File: src/rtl/flash_sr_writer.sv
// flash_sr_writer: WREN, WRSR, then RDSR polling until WIP clears, on raw SPI pins.
// Define FLASH_SR_VERIFY_EN to flag err when the final status differs from SR_DATA under SR_MASK.
module flash_sr_writer #(
  parameter logic [7:0] SR_DATA  = 8'h9C,
  parameter logic [7:0] SR_MASK  = 8'hFC,
  parameter int         HALF     = 1,
  parameter int         POLL_MAX = 4096
) (
  input  logic       clk,
  input  logic       rst,
  input  logic       go,
  output logic       rdy,
  output logic       err,
  output logic [7:0] sr_rd,
  output logic       spi_mosi,
  input  logic       spi_miso,
  output logic       spi_clk,
  output logic       spi_cs_n
);
  localparam int HW = (HALF > 1) ? $clog2(HALF) : 1;
  localparam int PW = $clog2(POLL_MAX + 1);
  localparam logic [HW-1:0] H_END = HW'(HALF - 1);
  localparam logic [PW-1:0] P_END = PW'(POLL_MAX);

  typedef enum logic [2:0] {
    S_IDLE, S_WREN, S_WRSR, S_RDSR, S_CHECK
  } seq_t;

  typedef enum logic [2:0] {
    F_IDLE, F_SETUP, F_SHIFT, F_HOLD, F_GAP
  } ph_t;

  seq_t seq_q, seq_d, nxt;
  ph_t ph_q, ph_d;
  logic [HW-1:0] hcnt_q, hcnt_d;
  logic [3:0] bcnt_q, bcnt_d, last;
  logic [2:0] gcnt_q, gcnt_d;
  logic [15:0] tx_q, tx_d;
  logic [7:0] rx_q, rx_d, sr_d;
  logic [PW-1:0] pcnt_q, pcnt_d;
  logic two_q, two_d, launch, mismatch;
  logic rdy_d, err_d, mosi_d, sclk_d, cs_d;

`ifdef FLASH_SR_VERIFY_EN
  assign mismatch = (sr_rd & SR_MASK) != (SR_DATA & SR_MASK);
`else
  assign mismatch = &{1'b0, SR_MASK};
`endif

  assign last = two_q ? 4'd15 : 4'd7;

  always_ff @(posedge clk or posedge rst) begin
    if (rst) begin
      seq_q    <= S_IDLE;
      ph_q     <= F_IDLE;
      hcnt_q   <= '0;
      bcnt_q   <= '0;
      gcnt_q   <= '0;
      tx_q     <= '0;
      rx_q     <= '0;
      two_q    <= 1'b0;
      pcnt_q   <= '0;
      rdy      <= 1'b1;
      err      <= 1'b0;
      sr_rd    <= 8'h00;
      spi_mosi <= 1'b0;
      spi_clk  <= 1'b0;
      spi_cs_n <= 1'b1;
    end else begin
      seq_q    <= seq_d;
      ph_q     <= ph_d;
      hcnt_q   <= hcnt_d;
      bcnt_q   <= bcnt_d;
      gcnt_q   <= gcnt_d;
      tx_q     <= tx_d;
      rx_q     <= rx_d;
      two_q    <= two_d;
      pcnt_q   <= pcnt_d;
      rdy      <= rdy_d;
      err      <= err_d;
      sr_rd    <= sr_d;
      spi_mosi <= mosi_d;
      spi_clk  <= sclk_d;
      spi_cs_n <= cs_d;
    end
  end

  always_comb begin
    seq_d  = seq_q;
    ph_d   = ph_q;
    hcnt_d = hcnt_q;
    bcnt_d = bcnt_q;
    gcnt_d = gcnt_q;
    tx_d   = tx_q;
    rx_d   = rx_q;
    two_d  = two_q;
    pcnt_d = pcnt_q;
    rdy_d  = rdy;
    err_d  = err;
    sr_d   = sr_rd;
    mosi_d = spi_mosi;
    sclk_d = spi_clk;
    cs_d   = spi_cs_n;
    launch = 1'b0;
    nxt    = seq_q;
    if (seq_q == S_IDLE && go) begin
      seq_d  = S_WREN;
      rdy_d  = 1'b0;
      err_d  = 1'b0;
      pcnt_d = '0;
    end
    unique case (ph_q)
      F_IDLE: begin
        if (seq_q == S_WREN) launch = 1'b1;
      end
      F_SETUP: begin
        hcnt_d = hcnt_q + HW'(1);
        if (hcnt_q == H_END) begin
          hcnt_d = '0;
          ph_d   = F_SHIFT;
        end
      end
      F_SHIFT: begin
        hcnt_d = hcnt_q + HW'(1);
        if (hcnt_q == H_END) begin
          hcnt_d = '0;
          if (!spi_clk) begin
            sclk_d = 1'b1;
            rx_d   = {rx_q[6:0], spi_miso};
          end else begin
            sclk_d = 1'b0;
            tx_d   = {tx_q[14:0], tx_q[15]};
            mosi_d = tx_q[14];
            bcnt_d = bcnt_q + 4'd1;
            if (bcnt_q == last) begin
              ph_d   = F_HOLD;
              mosi_d = 1'b0;
            end
          end
        end
      end
      F_HOLD: begin
        hcnt_d = hcnt_q + HW'(1);
        if (hcnt_q == H_END) begin
          hcnt_d = '0;
          cs_d   = 1'b1;
          ph_d   = F_GAP;
          gcnt_d = '0;
          if (seq_q == S_RDSR) begin
            sr_d   = rx_q;
            pcnt_d = pcnt_q + PW'(1);
            seq_d  = S_CHECK;
          end
        end
      end
      F_GAP: begin
        gcnt_d = gcnt_q + 3'd1;
        if (gcnt_q == 3'd7) begin
          ph_d = F_IDLE;
          unique case (seq_q)
            S_WREN: begin
              launch = 1'b1;
              nxt    = S_WRSR;
            end
            S_WRSR: begin
              launch = 1'b1;
              nxt    = S_RDSR;
            end
            S_CHECK: begin
              if (sr_rd[0] && pcnt_q != P_END) begin
                launch = 1'b1;
                nxt    = S_RDSR;
              end else begin
                seq_d = S_IDLE;
                rdy_d = 1'b1;
                err_d = sr_rd[0] | mismatch;
              end
            end
            default: ;
          endcase
        end
      end
      default: ;
    endcase
    // next frame starts straight out of the gap so gaps stay exactly 8 cycles
    if (launch) begin
      seq_d  = nxt;
      ph_d   = F_SETUP;
      cs_d   = 1'b0;
      sclk_d = 1'b0;
      hcnt_d = '0;
      bcnt_d = '0;
      two_d  = (nxt != S_WREN);
      unique case (1'b1)
        nxt == S_WREN: tx_d = {8'h06, 8'h00};
        nxt == S_WRSR: tx_d = {8'h01, SR_DATA};
        default:       tx_d = {8'h05, 8'h00};
      endcase
      mosi_d = tx_d[15];
    end
  end
endmodule

File: config.mk
export PLATFORM = sky130hd
export DESIGN_NAME = flash_sr_writer
export DESIGN_NICKNAME = d
export VERILOG_FILES = /design/src/rtl/flash_sr_writer.sv
export SDC_FILE = /design/constraint.sdc
export NUM_CORES = 1
export LEC_CHECK = 0
export BUFFER_PORTS_ARGS = -buffer_cell sky130_fd_sc_hd__buf_2
export CAP_MARGIN = 20
export CORE_UTILIZATION = 65
export CTS_CLUSTER_SIZE = 24
export DETAILED_ROUTE_END_ITERATION = 8
export PLACE_DENSITY_LB_ADDON = 0.12
export SYNTH_ARGS = -nofsm -noshare
export SYNTH_HDL_FRONTEND = slang
export SYNTH_SLANG_ARGS = --single-unit
File: constraint.sdc
create_clock -name clk -period 4.95 [get_ports clk]
set_clock_uncertainty 0.1 [all_clocks]
set_input_delay 0.99 -clock clk [delete_from_list [all_inputs] [get_ports clk]]
set_output_delay 0.99 -clock clk [all_outputs]
set_load 0.02 [all_outputs]
After elaboration in Yosys (flattened, before gate mapping)

Cells that the tools add are included.

Flip-flop bits (word level): 65
Input port bits: 4
Output and inout port bits: 13
Logic and storage cells: 128

$add $sub $neg: 4
Eq/ne operators: 22
Muxes and demuxes: 66
Bitwise logic cells: 2
Reduce and logical (&&, ||, !) cells: 19

Operators with widths:

| kind                                                            | count |
|---|---|
| 16-bit two-way mux                                              | 4 |
| 3-bit two-way mux                                               | 18 |
| 13-bit two-way mux                                              | 4 |
| 1-bit two-way mux                                               | 28 |
| 11-bit one-hot mux with 2 select lines                          | 1 |
| 4-bit two-way mux                                               | 5 |
| 3-bit != test, second input constant                            | 6 |
| 3-bit by 2-bit == test with 1-bit output, second input constant | 5 |
| 13-bit by 1-bit adder with 13-bit output, second input constant | 1 |
| 13-bit != test, second input constant                           | 1 |
| 3-bit one-hot mux with 2 select lines                           | 2 |
| 3-bit one-hot mux with 4 select lines                           | 1 |
| 2-bit nonzero test                                              | 5 |
| 3-bit by 1-bit == test with 1-bit output, second input constant | 3 |
| 3-bit == test, second input constant                            | 3 |
| 3-bit one-hot mux with 3 select lines                           | 1 |
| 3-bit AND reduction                                             | 3 |
| 7-bit AND reduction                                             | 1 |
| 3-bit logical NOT                                               | 2 |
| 2-bit AND reduction                                             | 3 |
| 5-bit nonzero test                                              | 1 |
| 4-bit by 1-bit adder with 4-bit output, second input constant   | 1 |
| 4-bit == test                                                   | 1 |
| 1-bit one-hot mux with 2 select lines                           | 2 |
| 9 further kinds                                                 | 11 |

Logic depth before layout (Yosys ltp)

Gate-level depths: netlist of the first run.

Depth in word-level cells: 9
Depth in mapped cells: 8
Gate-level depth less buffers: 6

Worst setup path before layout of the first run

OpenSTA, ideal clock, no wires.

Path kind: input to register
Start: input port go
End: register pcnt_q[10]
Library setup time: 130 ps
Data arrival time: 1999 ps
Data required time: 4720 ps
Slack: 2721 ps
Cell stages on the path: 4
Buffers on the path: 1
Path through: or4b_2 clkbuf_1 o211ai_1 o31ai_1

Cells in the longest elaborated chain, start to end: 5

Ends and longest elaborated chain:

| element              | RTL line | text |
|---|---|---|
| from (decl)          | 11       | `input logic go,` |
| 1-bit logical AND *  | 106      | `if (seq_q == S_IDLE && go) begin` |
| 13-bit two-way mux * | 106      |  |
| 13-bit two-way mux   | 149      | `if (seq_q == S_RDSR) begin` |
| 13-bit two-way mux   | 144      | `if (hcnt_q == H_END) begin` |
| 13-bit two-way mux * | 112      | `unique case (ph_q)` |
| named net pcnt_d[10] | 40       | `logic [PW-1:0] pcnt_q, pcnt_d;` |
| to (signal assigned) | 78       | `pcnt_q <= pcnt_d;` |
| to (decl)            | 40       |  |

Mark *: on every way through the listed nets, which the timed path passes. The rest lies on a longest branch.
A chain may end at the register's enable or synchronous reset.

Worst setup path in the final report of the first run

Start: register ph_q[2]
End: register two_q

Cells in the longest elaborated chain, start to end: 3
Elaborated cells on any way between the ends: 5
Classes of those cells: eq/ne: 2; mux: 2; reduce/logical: 1

Ends and longest elaborated chain:

| element                                  | RTL line | text |
|---|---|---|
| from (decl)                              | 34       | `ph_t ph_q, ph_d;` |
| from (signal assigned)                   | 71       | `ph_q <= ph_d;` |
| 3-bit == test                            | 112      |  |
| 3-bit two-way mux                        | 112      |  |
| 3-bit by 1-bit != test with 1-bit output | 193      | `two_d = (nxt != S_WREN);` |
| to (signal assigned)                     | 77       | `two_q <= two_d;` |
| to (decl)                                | 41       | `logic two_q, two_d, launch, mismatch;` |

Several ways; a longest one is shown, not always the timed one.

==> results of run 1 <==
layout make-up:
cell class	count	area, um^2	share of cell area
multi-input cells	219	1350	0.407
repair buffers	18	98.8	0.0299
well taps	52	65.1	0.0197
clock inverters	1	5.00	0.00152
clock buffers	14	163	0.0492
inverters	6	22.5	0.00682
flip-flops and latches	64	1600	0.486
synth_stat cells, drive strengths merged (5+ instances only):
master | count | area [um^2]
mux2i | 10 | 100
a21oi | 22 | 110
nand3 | 11 | 55.1
ha | 5 | 62.6
dfrtp | 62 | 1550
nor3 | 14 | 75.1
clkbuf | 7 | 26.3
nor2 | 15 | 56.3
mux2 | 9 | 105
buf | 7 | 50.1
nand4 | 6 | 37.5
nand2 | 61 | 229
inv | 5 | 18.8
o21ai | 14 | 70.1
cell usage in the layout, fill, tap and decap left out, drive strengths merged, types with 2 or more instances in the layout:
master	instances
dfrtp	62
nand2	61
a21oi	22
buf	18
nor2	15
o21ai	14
nor3	14
clkbuf	14
nand3	11
mux2i	10
mux2	9
nand4	6
ha	5
inv	5
nor2b	4
nor4b	4
xnor2	4
and3	4
nor3b	4
nand2b	3
o211ai	3
o31ai	3
a211oi	3
or4b	3
a21o	2
xor2	2
o21a	2
and4	2
dfstp	2
clkinv	2
final timing paths:
kind                       startpoint        to  slack (ns)  cells past startpoint
min reg2reg                  sr_rd[4]  sr_rd[4]        0.37                      2
min                          sr_rd[4]  sr_rd[4]        0.37                      2
max reg2reg                   ph_q[2]     two_q        2.34                      4
max in group asynchronous         rst   tx_q[0]        3.46                      3
max                           ph_q[2]     two_q        2.34                      4
min in group asynchronous         rst  sr_rd[1]        0.77                      3
power groups by stage:
stage	logic [uW]	registers, uW	clock network [uW]
after detailed placement	16.2	539	0
final	15.6	530	388
after CTS	16.4	530	394
after global routing	18.4	530	413
after floorplan	11.3	539	0
after global placement	15.9	539	0
worst reg2reg max path: cells and delay by family (launching register included):
family / cells / cell delay [ns]
DFF: 1 / 0.66
and+or+nand+nor: 1 / 0.35
muxes: 1 / 0.36
AOI/OAI and AO/OA: 2 / 1.03
metrics by stage:
stage               instances  hold slack (ns)  power [uW]  utilization
finish                    374            0.369         934        0.748
global route              374            0.412         961        0.748
CTS                       373            0.374         940        0.746
detailed placement        358            0.356         556        0.708
global placement          358            0.352         555        0.708
floorplan                 303            0.335         550            -
flip-flops by register name, summed over array words and instances (netlist names), 3 cells and up:
| name | flops |
|---|---|
| tx_q | 16 |
| pcnt_q | 13 |
| rx_q | 8 |
| sr_rd | 8 |
| bcnt_q | 4 |
| gcnt_q | 3 |
| ph_q | 3 |
| seq_q | 3 |
routing by layer:
metal / wire length [um] / up-vias / GRT usage
met2: 2710 / 37 / 0.405
met4: 101 / 0 / 0.118
met3: 178 / 10 / 0.0592
met5: 0 / - / 0
met1: 2680 / 1084 / 0.349
li1: - / 1099 / -
cell families after synthesis:
family | Yosys count | share of synthesized area
AO/OA/AOI/OAI | 51 | 0.102
adder cells (fa/ha/maj) | 5 | 0.0206
XOR/XNOR | 6 | 0.0173
AND/OR/NAND/NOR | 138 | 0.231
flip-flops | 64 | 0.529
multiplexers | 19 | 0.0677
buffers and inverters | 20 | 0.0326
==> run summary, run 1 <==
Clk pwr share = 0.416
Final worst setup slack = 2.34 ns
Outcome = finished, final reports clean
Total CTS buffers = 9
Worst Setup End Kind = flip-flop
Place WS = 2.38 ns
CTS sink count = 64
Psw = 196 uW
CP delay by family, top = compound AO/OA/AOI/OAI gates
Post-cts repair resize count = 0
Critical Path AT = 2.73 ns
Placement Cell Area = 0.00312 mm^2
Die outline width = 70.3 um
Critical path cell sequence = nand4bb_1, a211oi_1, a21o_1, mux2_4
Full die area = 0.00494 mm^2
Tot GR Track Use = 0.261
WL/cell = 15.2 um
CTS tree = done
Leak = 0.00159 uW
Clk Latency, worst-skew pair = 0.33 ns
Post-CTS Repair Setup Buffers = 0
Final Cell Area = 0.00330 mm^2
CP max FO = 19
Top_reg_cell synth = dfrtp_1
DP HPWL = 3750 um
Port Buffers = 16
RePlAce Congestion = 0.833
Seq/Total Area, Yosys = 0.529
I/O Pins = 17
Yosys warns = 0
Logic gate share of total power = 0.017
Asr flop ratio synth = 1.00
Row count = 24
Synthesized instance count = 303
Syn Std Cell Area = 0.00303 mm^2
Core area = 0.00441 mm^2
Reg power frac = 0.568
Final Hold Viols = 0
Area Growth Syn to Fin = 8.91%
Peak VDD IR = 234 uV
Startpoint types = flip-flop
Crit path buf inv count = 0
Kind of critical path = flip-flop to flip-flop
Period utilization = 0.527
Critical path's slowest cell = dfrtp_1
Root buffer cell = clkbuf_8
Initial antenna violation count = 0
Filler cells = 321
Initial Utilization = 0.687
Via count of the first global-routing pass = 2186
Tmin final = 2.61 ns
Max_cap viols = 0
Unique cell type count in the Yosys netlist = 45
Max Clock Freq = 0.383 GHz
Residual DRC count = 0
Die height = 70.3 um
Gr ovfl total = 0
Reg clk slew, reported paths = 0.07 ns
Setup TNS = 0 ns
Clk buf depth = 2
Drt first pass iters = 4
Critical Path RT = 5.07 ns
Layout Nets = 327
Final wirelength = 5670 um
Initial DRC count = 190
H-Tree Level Count = 3
CTS Hold Buffers Added = 0
Final Setup Violations = 0
Yosys reg bits = 64
Fraction of layout cells with a size suffix above 1 = 0.152
First-pass GRT wire length = 10000 um
Worst-margin pin slew = 0.786 ns
Worst hold-check path type = flip-flop to flip-flop
Antenna Nets Post-Route = 0
Slew HR = 0.476
RSZ-0062 raised after global routing = false
Largest net degree at the start of global routing = 65
Switching Share = 0.210
Post-synth EDFFs = 0
PD cells = 283 mW/mm^2
Routed vias = 2230
Pint = 738 uW
Mean Syn Cell Area = 10.0 um^2
Via density per instance = 5.96
Syn nets = 312
N_diodes = 0
CP peak stage delay = 0.66 ns
Pins Over Slew Limit = 0
(Power assumes the default switching activity.)
==> run 2: changes to the inputs <==
--- a/config.mk
+++ b/config.mk
@@ -5,9 +5,10 @@
 export SDC_FILE = /design/constraint.sdc
 export NUM_CORES = 1
 export LEC_CHECK = 0
+export ABC_AREA = 1
 export BUFFER_PORTS_ARGS = -buffer_cell sky130_fd_sc_hd__buf_2
 export CAP_MARGIN = 20
-export CORE_UTILIZATION = 65
+export CORE_UTILIZATION = 54
 export CTS_CLUSTER_SIZE = 24
 export DETAILED_ROUTE_END_ITERATION = 8
 export PLACE_DENSITY_LB_ADDON = 0.12
==> constraint.sdc (replaced) <==
create_clock -name clk -period 2.27 [get_ports clk]
set_clock_uncertainty 0.1 [all_clocks]
set_input_delay 0.454 -clock clk [delete_from_list [all_inputs] [get_ports clk]]
set_output_delay 0.454 -clock clk [all_outputs]
set_load 0.02 [all_outputs]
==> run 2 against run 1 <==
Net effect:
- sequential power up 120%
- core utilization down 11 points
- critical path depth up 8
- critical path type unchanged
- critical endpoint is now tx_q[9]
- largest cell class unchanged
- highest routed layer unchanged
==> run summary, run 2 <==
Critical Path AT = 2.07 ns (-0.66 ns)
Reg power frac = 0.481 (-0.087)
Die height = 77.5 um (+10%)
Largest net degree at the start of global routing = 28 (-57%)
Row count = 27 (+13%)
Reg2Reg Capture Point = tx_q[9]
Seq/Total Area, Yosys = 0.521 (-0.00774)
H-Tree Level Count = 3 (unchanged)
DP HPWL = 4250 um (+13%)
Area Growth Syn to Fin = 14.5%
CP delay by family, top = simple AND/OR/NAND/NOR gates
Mean Syn Cell Area = 8.55 um^2 (-15%)
Final wirelength = 5950 um (+4.9%)
Initial Utilization = 0.559 (-0.128)
Filler cells = 475 (+48%)
Reg2Reg Depth = 12 (+8)
Tot GR Track Use = 0.223 (-0.0375)
Gr ovfl total = 0 (unchanged)
Port Buffers = 16 (unchanged)
I/O Pins = 17 (unchanged)
Worst-margin pin slew = 0.599 ns (-0.187 ns)
CP peak stage delay = 0.42 ns (-0.24 ns)
Root buffer cell = clkbuf_8
CTS Hold Buffers Added = 0 (unchanged)
RePlAce Congestion = 0.898 (+7.8%)
Synthesized instance count = 360 (+19%)
Post-cts repair resize count = 0 (unchanged)
Total CTS buffers = 9 (unchanged)
Max_cap viols = 0 (unchanged)
Max reg flops = 16 (unchanged)
Asr flop ratio synth = 1.00 (unchanged)
Final Hold Viols = 0 (unchanged)
Most frequent cells in the layout = nand2_1, dfrtp_1, inv_1
CTS sink count = 64 (unchanged)
Via count of the first global-routing pass = 2254 (+3.1%)
Yosys warns = 0 (unchanged)
First-pass GRT wire length = 10300 um (+2.5%)
N_diodes = 0 (unchanged)
Tmin final = 1.93 ns (-0.684 ns)
Post-synth top area share = 0.504 (-0.00749)
Outcome = finished, final reports clean
Post-synth EDFFs = 0 (unchanged)
Residual DRC count = 0 (unchanged)
Initial DRC count = 174 (-8.4%)
Post-synth top cells = nand2_1, dfrtp_1, inv_1
Largest register by flop count = tx_q
PD cells = 679 mW/mm^2 (+140%)
Final Setup Violations = 0 (unchanged)
Startpoint types = flip-flop
Top post-synthesis cells by area = dfrtp_1, nand2_1, inv_1
WL/cell = 12.8 um (-16%)
Unique cell type count in the Yosys netlist = 39 (-13%)
Critical path cell sequence = inv_1, ha_1, nand2_1, nor2_1, nand2_1, nand3_2, nand2_2, nand2_4, nand2_4, nor2_4, inv_2, o21ai_0
Max Clock Freq = 0.519 GHz (+35%)
Clk buf depth = 2 (unchanged)
Full die area = 0.00601 mm^2 (+21%)
Worst Setup End Kind = flip-flop
Routed vias = 2349 (+5.3%)
Setup TNS = 0 ns (unchanged)
Crit path buf inv count = 2 (+2)
Via density per instance = 5.04 (-15%)
Most common cell in the synthesized netlist = nand2_1
Pins Over Slew Limit = 0 (unchanged)
Worst hold-check path type = primary input to asynchronous set/reset pin
Drt first pass iters = 4 (unchanged)
R2R Setup Slk = 0.34 ns (-2.00 ns)
Clk pwr share = 0.503 (+0.087)
Reg-to-Reg Start = pcnt_q[0]
CP max FO = 12 (-7)
Clk Latency, worst-skew pair = 0.33 ns (about the same)
Critical Path RT = 2.42 ns (-2.65 ns)
Post-CTS Repair Setup Buffers = 0 (unchanged)
Yosys reg bits = 64 (unchanged)
Logic gate share of total power = 0.016 (about the same)
Peak VDD IR = 456 uV (+95%)
CTS tree = done
Layout Nets = 398 (+22%)
Fraction of layout cells with a size suffix above 1 = 0.183 (+0.0306)
RSZ-0062 raised after global routing = false
Syn Std Cell Area = 0.00308 mm^2 (+1.5%)
Die outline width = 77.5 um (+10%)
Switching Share = 0.199 (-0.0112)
Worst hold slack = 0.0839 ns (-0.285 ns)
Leading registers by flop count = tx_q: 16 flops, pcnt_q: 13 flops
Initial antenna violation count = 0 (unchanged)
Slew HR = 0.600 (+0.124)
Top_reg_cell synth = dfrtp_1
Antenna Nets Post-Route = 0 (unchanged)
Period utilization = 0.849 (+0.321)
Critical path's slowest cell = dfrtp_1
Psw = 476 uW (+140%)
Syn nets = 369 (+18%)
Most common cell after layout, fill and taps aside = nand2_1
Kind of critical path = flip-flop to flip-flop
Pint = 1920 uW (+160%)
Core area = 0.00551 mm^2 (+25%)
Leak = 0.00179 uW (+13%)
Cell taking the most area after synthesis = dfrtp_1
Reg clk slew, reported paths = 0.07 ns (about the same)
-- run 2: cell count changes in the layout (fill, tap and decap cells not counted), moves of 7 or more --
cell	delta
nor2_1	+13
o21ai_0	+16
nor3_1	-13
buf_4	+7
mux2_2	-8
nand2_1	+45
mux2i_1	-10
a21oi_1	-15
inv_1	+38
-- run 2: worst max path at each step --
stage               startpoint  slack, ns        end  cells past startpoint
global placement     pcnt_q[0]       0.31    tx_q[4]                     13
global route         pcnt_q[0]       0.13    tx_q[9]                     12
CTS                  pcnt_q[0]       0.19    tx_q[9]                     12
detailed placement   pcnt_q[0]       0.21    tx_q[9]                     12
floorplan                  rst       0.12  bcnt_q[0]                      1
finish               pcnt_q[0]       0.34    tx_q[9]                     12
-- run 2: metal layers --
metal	GRT usage	vias up	share of wire
li1	-	1213	-
met1	0.317	1098	0.51
met2	0.329	32	0.45
met3	0.0565	6	0.025
met4	0.0830	0	0.0096
met5	0	-	0
-- run 2: worst register-to-register path: cells and delay by family, from the launching register on --
kind	cells	cell delay [ns]
compound gates	1	0.19
fa+ha+maj	1	0.16
buf+inv	2	0.22
flops	1	0.42
simple gates	8	0.76
-- run 2: final cells by class --
| class | instances | area, um^2 | area share |
|---|---|---|---|
| Inverter | 47 | 176 | 0.0501 |
| Clock buffer | 11 | 141 | 0.0401 |
| Multi-Input combinational cell | 242 | 1250 | 0.354 |
| Clock inverter | 5 | 104 | 0.0295 |
| Sequential cell | 64 | 1600 | 0.455 |
| Tap cell | 72 | 90.1 | 0.0256 |
| Timing Repair Buffer | 25 | 160 | 0.0455 |
-- run 2: cell families (layout without fill, tap and decap cells) --
group                    count (synthesis)  after routing  synth area share
AND/OR/NAND/NOR                        177            177             0.270
AO/OA/AOI/OAI                           57             57             0.106
adder cells (fa/ha/maj)                  5              5            0.0203
flip-flops                              64             64             0.521
XOR/XNOR                                 3              3           0.00854
buffers and inverters                   54             88            0.0736
-- run 2: metrics by stage --
step           worst slack, ns  instances  area (um^2)  utilization  power (uW)
2_1_floorplan            0.121        360         3080            -        1190
3_3_place_gp             0.309        447         3260        0.591        1210
3_5_place_dp             0.206        447         3260        0.591        1210
4_1_cts                  0.187        463         3500        0.636        2410
5_1_grt                  0.129        466         3520        0.640        2460
6_report                 0.343        466         3520        0.640        2390
-- run 2: power groups by stage --
stage	Sequential [uW]	Combinational [uW]	Clock, uW
after floorplan	1170	22.7	0
after global placement	1170	40.3	0
after detailed placement	1170	41.2	0
after CTS	1150	41.7	1220
after global routing	1150	46.1	1260
final	1150	38.9	1200
==> run 3: changes to the inputs <==
==> constraint.sdc (replaced) <==
create_clock -name clk -period 1.75 [get_ports clk]
set_clock_uncertainty 0.1 [all_clocks]
set_input_delay 0.35 -clock clk [delete_from_list [all_inputs] [get_ports clk]]
set_output_delay 0.35 -clock clk [all_outputs]
set_load 0.02 [all_outputs]
==> run 3 against run 2 <==
Net effect:
- the flow now finishes with violations (negative setup slack)
- largest cell class unchanged
- final area is 18% higher
- largest power group is now registers
- highest routed layer unchanged
- clock-buffer cell count stayed put
- sequential cell count stayed put
==> run summary, run 3 (synthesis gave the netlist of run 2 again) <==
Routed vias = 2611 (+11%)
Reg power frac = 0.520 (+0.039)
Place WS = -0.0160 ns (-0.222 ns)
Layout Nets = 445 (+12%)
CTS tree = done
Pins Over Slew Limit = 0 (unchanged)
Initial Utilization = 0.559 (unchanged)
Fraction of layout cells with a size suffix above 1 = 0.380 (+0.197)
Drt first pass iters = 4 (unchanged)
Tmin final = 1.83 ns (-0.0965 ns)
Critical Path RT = 1.91 ns (-0.51 ns)
CTS sink count = 64 (unchanged)
I/O Pins = 17 (unchanged)
Period utilization = 1.05 (+0.197)
Reg clk slew, reported paths = 0.07 ns (about the same)
Core area = 0.00551 mm^2 (unchanged)
Placement Cell Area = 0.00353 mm^2 (+8.4%)
RePlAce Congestion = 0.845 (-6.0%)
Final std cells w/o fill = 512 (+9.9%)
Full die area = 0.00601 mm^2 (unchanged)
RSZ-0062 raised after global routing = true
PD cells = 692 mW/mm^2 (+1.9%)
Row count = 27 (unchanged)
Area Growth Syn to Fin = 34.9%
Die height = 77.5 um (unchanged)
CP delay by family, top = simple AND/OR/NAND/NOR gates
Min-delay src = spi_miso
Slew HR = 0.671 (+0.0708)
Critical path startpoint = pcnt_q[2]
Reg2Reg Depth = 11 (-1)
Placed insts = 478 (+6.9%)
Critical path cell sequence = nor2_1, nand2_2, nor2_2, nand2_2, nand3_2, nand2_2, nand2_4, nand2_8, nor2_4, inv_6, o21ai_0
Clk buf depth = 2 (unchanged)
N_diodes = 0 (unchanged)
Worst-margin pin slew = 0.493 ns (-0.106 ns)
WL/cell = 13.5 um (+5.6%)
Final Setup Violations = 22 (+22)
Max Clock Freq = 0.546 GHz (+5.3%)
Startpoint types = flip-flop
R2R Setup Slk = -0.08 ns (-0.42 ns)
Switching Share = 0.201 (+0.00229)
Max_cap viols = 0 (unchanged)
Gr ovfl total = 0 (unchanged)
Fin util = 0.754 (+0.114)
H-Tree Level Count = 3 (unchanged)
First-pass GRT wire length = 10600 um (+3.8%)
Total CTS buffers = 9 (unchanged)
Pint = 2300 uW (+20%)
Initial antenna violation count = 0 (unchanged)
Final wirelength = 6910 um (+16%)
WP depth = 11 (-1)
Worst Setup End Kind = flip-flop
Largest register by flop count = tx_q
Largest net degree at the start of global routing = 30 (+7.1%)
Critical Path End = tx_q[5]
Failing checks = negative setup slack
CP peak stage delay = 0.40 ns (-0.02 ns)
Via density per instance = 5.10 (+1.2%)
Die outline width = 77.5 um (unchanged)
Antenna Nets Post-Route = 0 (unchanged)
Root buffer cell = clkbuf_8
Clk pwr share = 0.461 (-0.042)
Most frequent cell on the critical path = nand2_2
Psw = 578 uW (+21%)
Logic gate share of total power = 0.019 (+0.003)
Tot GR Track Use = 0.230 (+0.00687)
Critical Path AT = 1.99 ns (-0.08 ns)
Peak VDD IR = 508 uV (+11%)
Final Cell Area = 0.00415 mm^2 (+18%)
Reg-to-Reg Start = pcnt_q[2]
Worst hold-check path type = primary input to flip-flop
Residual DRC count = 0 (unchanged)
CP max FO = 12 (unchanged)
Total power = 2870 uW (+20%)
Outcome = complete, but fails checks
Critical path's slowest cell = dfrtp_1
Most frequent cells in the layout = nand2_1, dfrtp_1, buf_4
Final Hold Viols = 0 (unchanged)
Leading registers by flop count = tx_q: 16 flops, pcnt_q: 13 flops
Clk Latency, worst-skew pair = 0.34 ns (about the same)
Via count of the first global-routing pass = 2352 (+4.3%)
Initial DRC count = 169 (-2.9%)
Port Buffers = 16 (unchanged)
Leak = 0.00206 uW (+15%)
Reg2Reg Capture Point = tx_q[5]
Max reg flops = 16 (unchanged)
Most common cell after layout, fill and taps aside = nand2_1
DP HPWL = 4390 um (+3.4%)
Crit path buf inv count = 1 (-1)
Kind of critical path = flip-flop to flip-flop
Final worst setup slack = -0.0801 ns (-0.423 ns)
## run 3: per-stage QoR
stage | setup TNS (ns) | hold slack (ns)
after floorplan | 0 | 0.335
after global placement | 0 | 0.316
after detailed placement | -0.0183 | 0.317
after CTS | -0.0271 | 0.109
after global routing | -4.22 | 0.126
final | -1.09 | 0.118
## run 3: per-layer routing
metal | track usage | routed length [um] | up-vias | part of all wire
li1 | - | - | 1304 | -
met1 | 0.323 | 3310 | 1244 | 0.48
met2 | 0.342 | 3200 | 49 | 0.46
met3 | 0.0565 | 268 | 14 | 0.039
met4 | 0.0906 | 133 | 0 | 0.019
met5 | 0 | 0 | - | 0
## run 3: tightest hold or removal path: cells and delay by family
| kind | cells | cell delay (ns) |
|---|---|---|
| buf+inv | 1 | 0.07 |
| compound gates | 1 | 0.06 |
| simple gates | 1 | 0.04 |
## run 3: timing repair
item	in CTS	in global routing
setup endpoints to repair	10	33
resized for setup	3	73
pin swaps	1	23
hold buffers	1	0
gates cloned	0	1
hold endpoints to repair	16	0
setup buffers	1	16
## run 3: power by group through the flow
stage / Sequential (uW) / Clock [uW] / Combinational, uW
finish: 1490 / 1330 / 55.0
global route: 1490 / 1400 / 64.7
CTS: 1490 / 1360 / 58.3
detailed placement: 1520 / 0 / 56.3
global placement: 1520 / 0 / 56.0
floorplan: 1520 / 0 / 29.9
## run 3: cell type report
type | instances | area (um^2)
Inverter | 47 | 188
Tap cell | 72 | 90.1
Timing Repair Buffer | 72 | 584
Clock inverter | 4 | 70.1
Sequential cell | 64 | 1610
Fill cell | 381 | 1360
Clock buffer | 11 | 131
Multi-Input combinational cell | 242 | 1480
## run 3: worst min path at each step
| stage | end | slack (ns) | cells after the start |
|---|---|---|---|
| floorplan | pcnt_q[12] | 0.33 | 1 |
| global placement | ph_q[2] | 0.32 | 2 |
| detailed placement | ph_q[2] | 0.32 | 2 |
| CTS | rx_q[0] | 0.11 | 3 |
| global route | rx_q[0] | 0.13 | 3 |
| finish | rx_q[0] | 0.12 | 3 |
